`src/rtl/mem_port_arbiter.sv`:
```
// Serialises the two memory-stage lanes onto the single data-memory port, lane 0 first.
// Optional macro ARB_ST2LD_FWD_EN: forward lane 0 store data to a same-word lane 1 load.
module mem_port_arbiter #(
  parameter int unsigned DW = 32
) (
  input  logic          clk,
  input  logic          rst,
  input  logic          memtoregm,
  input  logic          memwritem,
  input  logic [DW-1:0] aluoutm,
  input  logic [DW-1:0] writedatam,
  input  logic          memtoregm2,
  input  logic          memwritem2,
  input  logic [DW-1:0] aluoutm2,
  input  logic [DW-1:0] writedatam2,
  output logic          stallm,
  output logic          dmem_req,
  output logic          dmem_we,
  output logic [DW-1:0] dmem_addr,
  output logic [DW-1:0] dmem_wdata,
  input  logic          dmem_ack,
  input  logic [DW-1:0] dmem_rdata,
  output logic [DW-1:0] readdatam,
  output logic [DW-1:0] readdatam2
);

  typedef enum logic [1:0] {StIdle, StL0, StL1, StDone} state_e;

  state_e state_q, state_d;

  logic act0, act1, any_act, fwd_hit;

  // Captured lane state for the duration of one pipeline stall.
  logic          l0_ld_q;
  logic          l1_act_q;
  logic          l1_we_q;
  logic [DW-1:0] l1_addr_q;
  logic [DW-1:0] l1_wdata_q;
  logic          fwd_q;
`ifdef ARB_ST2LD_FWD_EN
  logic [DW-1:0] l0_wdata_q;
`endif

  // A lane asserting both load and store is a store.
  assign act0    = memtoregm | memwritem;
  assign act1    = memtoregm2 | memwritem2;
  assign any_act = act0 | act1;

`ifdef ARB_ST2LD_FWD_EN
  assign fwd_hit = act0 & act1 & memwritem & memtoregm2 & ~memwritem2 &
                   (aluoutm[DW-1:2] == aluoutm2[DW-1:2]);
`else
  assign fwd_hit = 1'b0;
`endif

  always_ff @(posedge clk or posedge rst) begin
    if (rst) begin
      state_q <= StIdle;
    end else begin
      state_q <= state_d;
    end
  end

  always_comb begin
    state_d = state_q;
    unique case (state_q)
      StIdle: begin
        if (act0) begin
          state_d = StL0;
        end else if (act1) begin
          state_d = StL1;
        end
      end
      StL0: begin
        if (dmem_ack) begin
          state_d = (l1_act_q && !fwd_q) ? StL1 : StDone;
        end
      end
      StL1: begin
        if (dmem_ack) begin
          state_d = StDone;
        end
      end
      StDone:  state_d = StIdle;
      default: state_d = StIdle;
    endcase
  end

  always_comb begin
    stallm = 1'b0;
    unique case (state_q)
      StIdle:     stallm = any_act;
      StL0, StL1: stallm = 1'b1;
      default:    stallm = 1'b0;
    endcase
  end

  // Async reset also drops dmem_req at once, abandoning any in-flight access.
  always_ff @(posedge clk or posedge rst) begin
    if (rst) begin
      dmem_req   <= 1'b0;
      dmem_we    <= 1'b0;
      dmem_addr  <= '0;
      dmem_wdata <= '0;
      readdatam  <= '0;
      readdatam2 <= '0;
      l0_ld_q    <= 1'b0;
      l1_act_q   <= 1'b0;
      l1_we_q    <= 1'b0;
      l1_addr_q  <= '0;
      l1_wdata_q <= '0;
      fwd_q      <= 1'b0;
`ifdef ARB_ST2LD_FWD_EN
      l0_wdata_q <= '0;
`endif
    end else begin
      unique case (state_q)
        StIdle: begin
          if (any_act) begin
            dmem_req   <= 1'b1;
            dmem_we    <= act0 ? memwritem : memwritem2;
            dmem_addr  <= act0 ? aluoutm : aluoutm2;
            dmem_wdata <= act0 ? writedatam : writedatam2;
            l0_ld_q    <= act0 & ~memwritem;
            l1_act_q   <= act1;
            l1_we_q    <= memwritem2;
            l1_addr_q  <= aluoutm2;
            l1_wdata_q <= writedatam2;
            fwd_q      <= fwd_hit;
`ifdef ARB_ST2LD_FWD_EN
            l0_wdata_q <= writedatam;
`endif
          end
        end
        StL0: begin
          if (dmem_ack) begin
            if (l0_ld_q) begin
              readdatam <= dmem_rdata;
            end
            if (fwd_q) begin
`ifdef ARB_ST2LD_FWD_EN
              readdatam2 <= l0_wdata_q;
`endif
              dmem_req <= 1'b0;
            end else if (l1_act_q) begin
              dmem_we    <= l1_we_q;
              dmem_addr  <= l1_addr_q;
              dmem_wdata <= l1_wdata_q;
            end else begin
              dmem_req <= 1'b0;
            end
          end
        end
        StL1: begin
          if (dmem_ack) begin
            if (!l1_we_q) begin
              readdatam2 <= dmem_rdata;
            end
            dmem_req <= 1'b0;
          end
        end
        default: ;
      endcase
    end
  end

endmodule

```
`config.mk`:
```
export PLATFORM = sky130hd
export DESIGN_NAME = mem_port_arbiter
export DESIGN_NICKNAME = d
export VERILOG_FILES = /design/src/rtl/mem_port_arbiter.sv
export SDC_FILE = /design/constraint.sdc
export NUM_CORES = 1
export LEC_CHECK = 0
export CORE_MARGIN = 5
export CORE_UTILIZATION = 35
export CTS_BUF_LIST = sky130_fd_sc_hd__clkbuf_16
export CTS_CLUSTER_DIAMETER = 150
export DETAILED_ROUTE_END_ITERATION = 8
export GPL_TIMING_DRIVEN = 0
export PLACE_DENSITY_LB_ADDON = 0.2
export SLEW_MARGIN = 15
export SYNTH_ARGS = -nofsm -noshare
export SYNTH_HDL_FRONTEND = slang
export SYNTH_SLANG_ARGS = --single-unit
```
`constraint.sdc`:
```
create_clock -name clk -period 5.9 [get_ports clk]
set_input_delay 0.885 -clock clk [delete_from_list [all_inputs] [get_ports clk]]
set_output_delay 0.885 -clock clk [all_outputs]
set_load 0.02 [all_outputs]
```
# Word-level counts from Yosys, hierarchy flattened
# Index checks and enable logic that the tools add are counted.
# totals
regBits	199
inputBits	167
out_inout_bits	131
word_cells	64
# op_classes
eq_ne	9
n_mux	27
bitwise_logic	6
n_reduce_logical	10
# op_table
op	n
$mux W32	8
$pmux W32 S2	2
$ne A2 B2 Y1 const B	5
$mux W1	9
$reduce_and A3 Y1	3
$mux W2	4
$pmux W2 S4	1
$reduce_and A5 Y1	1
$eq A2 B2 Y1 const B	2
$pmux W1 S2	2
$reduce_and A4 Y1	1
$ne A3 B3 Y1 const B	1
$or A1 B1 Y1	3
$pmux W1 S3	1
$reduce_bool A3 Y1	1
$eq A2 B1 Y1 const B	1
$logic_not A2 Y1	1
$not A1 Y1	2
$reduce_and A2 Y1	1
$reduce_bool A2 Y1	1
$reduce_or A2 Y1	1
$and A1 B1 Y1	1

# Logic depth before layout (Yosys ltp)
# depth
word_depth	4
depth_mapped	9
mapped_depth_nobuf	5

# Worst setup path before layout
# Ideal clock, no wire load.
# synth_timing
path_type	input to output
start	input port memwritem2
end	output port stallm
arrival_time_ns	1.837
required_time_ns	5.015
setup_slack_ns	3.178
cell_stages	4
path_buffers	2
cell_sequence	o41ai_2 > buf_4 > buf_4 > a21oi_1
# synth_between
elab_chain_len	3
# synth_rtl
element	line_no	text
start, declared	13	input logic memwritem2,
$or A1 B1 Y1	46	assign act1 = memtoregm2 | memwritem2;
$or A1 B1 Y1	47	assign any_act = act0 | act1;
$pmux W1 S2	91	unique case (state_q)
end, declared	16	output logic stallm,
# No other way between the ends.

# Worst setup path after layout
# layout_timing
start	input port memtoregm
end	output port stallm
# layout_between
elab_chain_len	3
# layout_rtl
element	line_no	text
start, declared	8	input logic memtoregm,
$or A1 B1 Y1	45	assign act0 = memtoregm | memwritem;
$or A1 B1 Y1	47	
$pmux W1 S2	91	
# No other way between the ends.

==> impl_metrics.tcl <==
set metrics [dict create \
    first_iter_violations 290 \
    fin_crit_sh_pct 71.9 \
    syn_inst 752 \
    hp-class "flop to flop" \
    cpLargestDelayFamily "buffers and inverters" \
    rsz0062_at_grt "no" \
    dpl.hpwl_um 21300 \
    max_freq_mhz 236 \
    drv_slew 0 \
    fill_cells 2384 \
    setup_viol 0 \
    cp_max_fo 10 \
    yosys_most_used_dff "dfrtp_1" \
    grt_max_degree 36 \
    grt_pass1_vias 7560 \
    yosysUniqueCellTypes 32 \
    layout-drive-gt1-share_pct 19.3 \
    synthArstFlopShare_pct 100 \
    place_area_um2 13200 \
    cp.arrival_ns 3.36 \
    crit_chain "clkdlybuf4s50_1 -> o41ai_2 -> buf_4 -> buf_4 -> a21oi_1 -> clkdlybuf4s50_1" \
    die_y_um 176 \
    tns_ns 0 \
    die-width_um 176 \
    stdcell_area_um2 13800 \
    syn_area_um2 9680 \
    routed_via_density 4.93 \
    clockRootBuffer "clkbuf_16" \
    grt_overflow 0 \
    rows 60 \
    synthTopCellsByArea "dfrtp_1 51%, mux2_2 11%, mux2_4 7.8%, or4b_1 6.6%, mux2_1 5.8%" \
    max-vdd-ir-drop_v 0.000260 \
    wl_per_cell_um 19.4 \
    hold_viol_final 0 \
    portBuffers 297 \
    cts_made_buffers 17 \
    grt_pass1_wl_um 44700 \
    max_slew_margin_pct 58.4 \
    crit_path_max_incr_delay_ns 0.63 \
    status "completed" \
    drc 0 \
    synth_common_cells "199 x dfrtp_1, 94 x mux2_2, 68 x inv_1, 68 x nand2_1, 64 x or4b_1" \
    area.growth.synth_to_final_pct 43.0 \
    ant_nets 0 \
    core_area_um2 27100 \
    synth_edf_count 0 \
    ys_seq_area_share_pct 51.5 \
    cts_hold_buf 0 \
    avgSynthCellArea_um2 12.9 \
    postCtsSetupRepairBufs 0 \
    maxCapViolations 0 \
    dieArea_um2 31100 \
    grt_usage_pct 18.3 \
    synth_top_cell_by_area "dfrtp_1" \
    ys_warn_count 0 \
    tightest_slew_ns 0.624 \
    skew_ns 0.0163 \
    dp_slack_ns 1.65 \
    finalPower_mw 7.63 \
    cts_tree "built" \
    antenna_found_initial 1 \
    cp-end-kind "output port" \
    post-route-min-period_ns 4.24 \
    synth_top_area_share_pct 51.5 \
    dr.pass1.iters 4 \
    r2r_slack_ns 3.54 \
    gp_congestion 0.791 \
    cp_slowest_cell "o41ai_2" \
    p_leak_nw 5.89 \
    dr_total_vias 7196 \
    clkTransAtPathRegs_ns 0.08 \
    clock_latency_ns 0.43 \
    worst-path-buf-inv 4 \
    io_pins 298 \
    worst_slack_ns 1.66 \
    cts_sinks 199 \
    wirelength_um 28300 \
    ys_ff_latch 199 \
    setup.worst_path.class "primary input to output port" \
    syn_nets 924 \
    clock_path_buffers 2 \
    synth_most_common_cell "dfrtp_1" \
    crit_path_start_kind "primary input" \
    cts-resized-gates 0 \
    htree_num_levels 4 \
    start_util_pct 35.7 \
    required_ns 5.02 \
    nNetsFinal 1246 \
    power.density_nw_per_um2 551 \
]
[cell type report]
| type | instances | area (um2) | area share, % |
|---|---|---|---|
| diodes | 2 | 5.00 | 0.0362 |
| well taps | 372 | 465 | 3.36 |
| plain buffers | 64 | 350 | 2.53 |
| clock buffers | 17 | 425 | 3.07 |
| clock inverters | 15 | 169 | 1.22 |
| flip-flops and latches | 199 | 4980 | 36.0 |
| inverters | 68 | 259 | 1.87 |
| multi-input cells | 421 | 4090 | 29.6 |
| repair buffers | 303 | 3090 | 22.3 |
[cell usage in the layout (no fill, tap or decap), types with 2 or more instances in the layout]
master	n
a21oi_1	2
a22o_1	2
buf_12	6
buf_2	10
buf_4	8
buf_6	9
clkbuf_1	36
clkbuf_16	17
clkdlybuf4s50_1	297
clkinv_4	2
clkinv_8	3
clkinvlp_4	2
dfrtp_1	199
diode_2	2
ha_1	5
inv_1	69
inv_6	4
inv_8	2
mux2_1	50
mux2_2	94
mux2_4	50
mux2i_1	3
nand2_1	68
nand2b_1	3
nand3_1	2
nor2_1	2
o21ai_0	2
o311ai_0	19
o311ai_1	45
or4b_1	64
[metal layers]
layer / track usage [%] / wire, um / vias up
li1: - / - / 3375
met1: 24.5 / 12400 / 3597
met2: 30.1 / 13800 / 200
met3: 3.90 / 1650 / 24
met4: 5.04 / 490 / 0
met5: 0 / 0 / -
[power breakdown]
part / internal (mW) / total [mW] / leakage, nW / switching, mW
clock network: 0.604 / 1.19 / 0.294 / 0.587
logic: 2.13 / 4.02 / 3.22 / 1.89
registers: 2.07 / 2.42 / 2.38 / 0.347
total: 4.81 / 7.63 / 5.89 / 2.82
[kinds of logic (layout without fill, tap and decap cells)]
family,after synthesis,count (layout),synth area share [%]
compound gates,77,77,6.83
other cells,0,2,0
buf+inv,132,467,6.26
fa+ha+maj,5,5,0.646
simple gates,142,142,9.99
mux,197,197,24.8
flops,199,199,51.5
[metrics by stage]
stage,utilization [%],instances,hold WS (ns)
5_1_grt,51.1,1460,0.503
3_5_place_dp,48.9,1427,0.474
3_3_place_gp,48.4,1421,0.469
2_1_floorplan,-,752,0.456
6_report,51.1,1461,0.491
4_1_cts,51.0,1459,0.492
[state kept, by name (all words and copies together), names as in the netlist]
| register | count |
|---|---|
| dmem_addr | 32 |
| dmem_wdata | 32 |
| l1_addr_q | 32 |
| l1_wdata_q | 32 |
| readdatam2 | 32 |
| readdatam | 32 |
| state_q | 2 |
| dmem_req | 1 |
| dmem_we | 1 |
| l0_ld_q | 1 |
| l1_act_q | 1 |
| l1_we_q | 1 |
[path summary, 6_finish.rpt]
path,cells after the start,startpoint,to
max,6,memtoregm,stallm
min,1,dmem_addr[17]$_DFFE_PP0P_,dmem_addr[17]$_DFFE_PP0P_
max reg2reg,8,state_q[1]$_DFFE_PP0P_,dmem_addr[28]$_DFFE_PP0P_
min reg2reg,1,dmem_addr[17]$_DFFE_PP0P_,dmem_addr[17]$_DFFE_PP0P_
max in group asynchronous,4,rst,dmem_addr[21]$_DFFE_PP0P_
min in group asynchronous,2,rst,readdatam2[11]$_DFFE_PP0P_
Power figures use the tool's default switching activity.
==> RTL edit, RTL diff (same settings) <==
Encoding of `state_e`: now one-hot (4 bits for 4 states).
--- a/src/rtl/mem_port_arbiter.sv
+++ b/src/rtl/mem_port_arbiter.sv
@@ -26,3 +26,3 @@
 
-  typedef enum logic [1:0] {StIdle, StL0, StL1, StDone} state_e;
+  typedef enum logic [3:0] {StIdle = 4'b0001, StL0 = 4'b0010, StL1 = 4'b0100, StDone = 4'b1000} state_e;
 
Formal check against the unedited RTL: no difference found for any inputs over 4 cycles, from zero or initial values and one cycle with rst high; so few cycles prove little.
==> RTL edit against the unedited design <==
Clock skew fell by 0.0029 ns; power rose by 2.6%; utilization rose by 1.1 points; wire length rose by 1.7%; worst setup slack improved by 0.28 ns; sequential cell count rose by 2; sequential power barely moved; global-route usage rose by 0.36 points; count of clock-buffer cells in the layout rose by 8; synthesized area fell by 5.0%; design area fell by 2.0%; critical path type unchanged; largest cell class unchanged.
==> RTL edit: results (changes against the unedited design) <==
outcome=complete, no violations; area post-placement=12700 um2 (-3.9%); min-delay src=dmem_wdata[22]; met2 Use GR=30.1% (+0.042 points); worst reg2reg path depth=5 (-3); Routed met1 length=12.6 mm (+1.5%); Mapped Nets=928 (+0.43%); sequential area share after synthesis=54.7% (+3.2 points); GR Layer Usage met1=25.7% (+1.2 points); GRT Util Overall=18.6% (+0.36 points); Synth Area in Compound Gates=16.1% (+9.3 points); Crit. Startpoint=memwritem; syn avg cell area=12.1 um2 (-6.1%); DP Worst Slack=1.92 ns (+0.272 ns); Synth Area in Adders=0% (-0.65 points); switching power=2.79 mW (-1.0%); met3 wire length=1.94 mm (+17%); DRT iter0 DRCs=517 (+78%); Worst Clk Skew=0.0135 ns (-0.00287 ns); reg2reg start=state_q[2]; first-pass GRT wire length=43.9 mm (-1.8%); nets=1257 (+0.88%); largest net degree at the start of global routing=35 (-2.8%); CTS max path bufs=3 (+1); total power=7.83 mW (+2.6%); vias in the first global route=7640 (+1.1%); Worst EP arrival=3.08 ns (-0.28 ns); H-tree lvl count=1 (-3); HPWL after DPL=20.9 mm (-1.7%); maximum vdd drop=0.271 mV (+4.1%); Non-Filler Instances=1443 (-1.2%); Synth top cells by count=200 x dfrtp_1, 90 x mux2_2, 73 x nor2_1; Fill cells=2270 (-4.8%)
==> RTL edit: changes by cell type in the layout (fill, tap and decap cells not counted), sizes merged, moves of 4 or more <==
cell | unedited run | this run
o21ai | 3 | 68
a311oi | 0 | 64
nor2 | 2 | 73
or4b | 64 | 2
buf | 34 | 44
inv | 75 | 4
bufinv | 1 | 5
mux2 | 194 | 129
o311ai | 64 | 0
a21o | 1 | 64
ha | 5 | 0
==> RTL edit: cell families after synthesis <==
kind of cell	after synthesis
flip-flops	201
multiplexers	130
buffers and inverters	68
AND/OR/NAND/NOR	155
AO/OA/AOI/OAI	207
==> RTL edit: final cells by class <==
cell class	count	area share (%)
Clock buffer	25	4.61
Timing Repair Buffer	303	22.9
Clock inverter	17	1.52
Antenna cell	2	0.0369
Multi-Input combinational cell	492	27.4
Inverter	1	0.0554
Buffer	67	3.34
Sequential cell	201	37.1
Tap cell	335	3.09
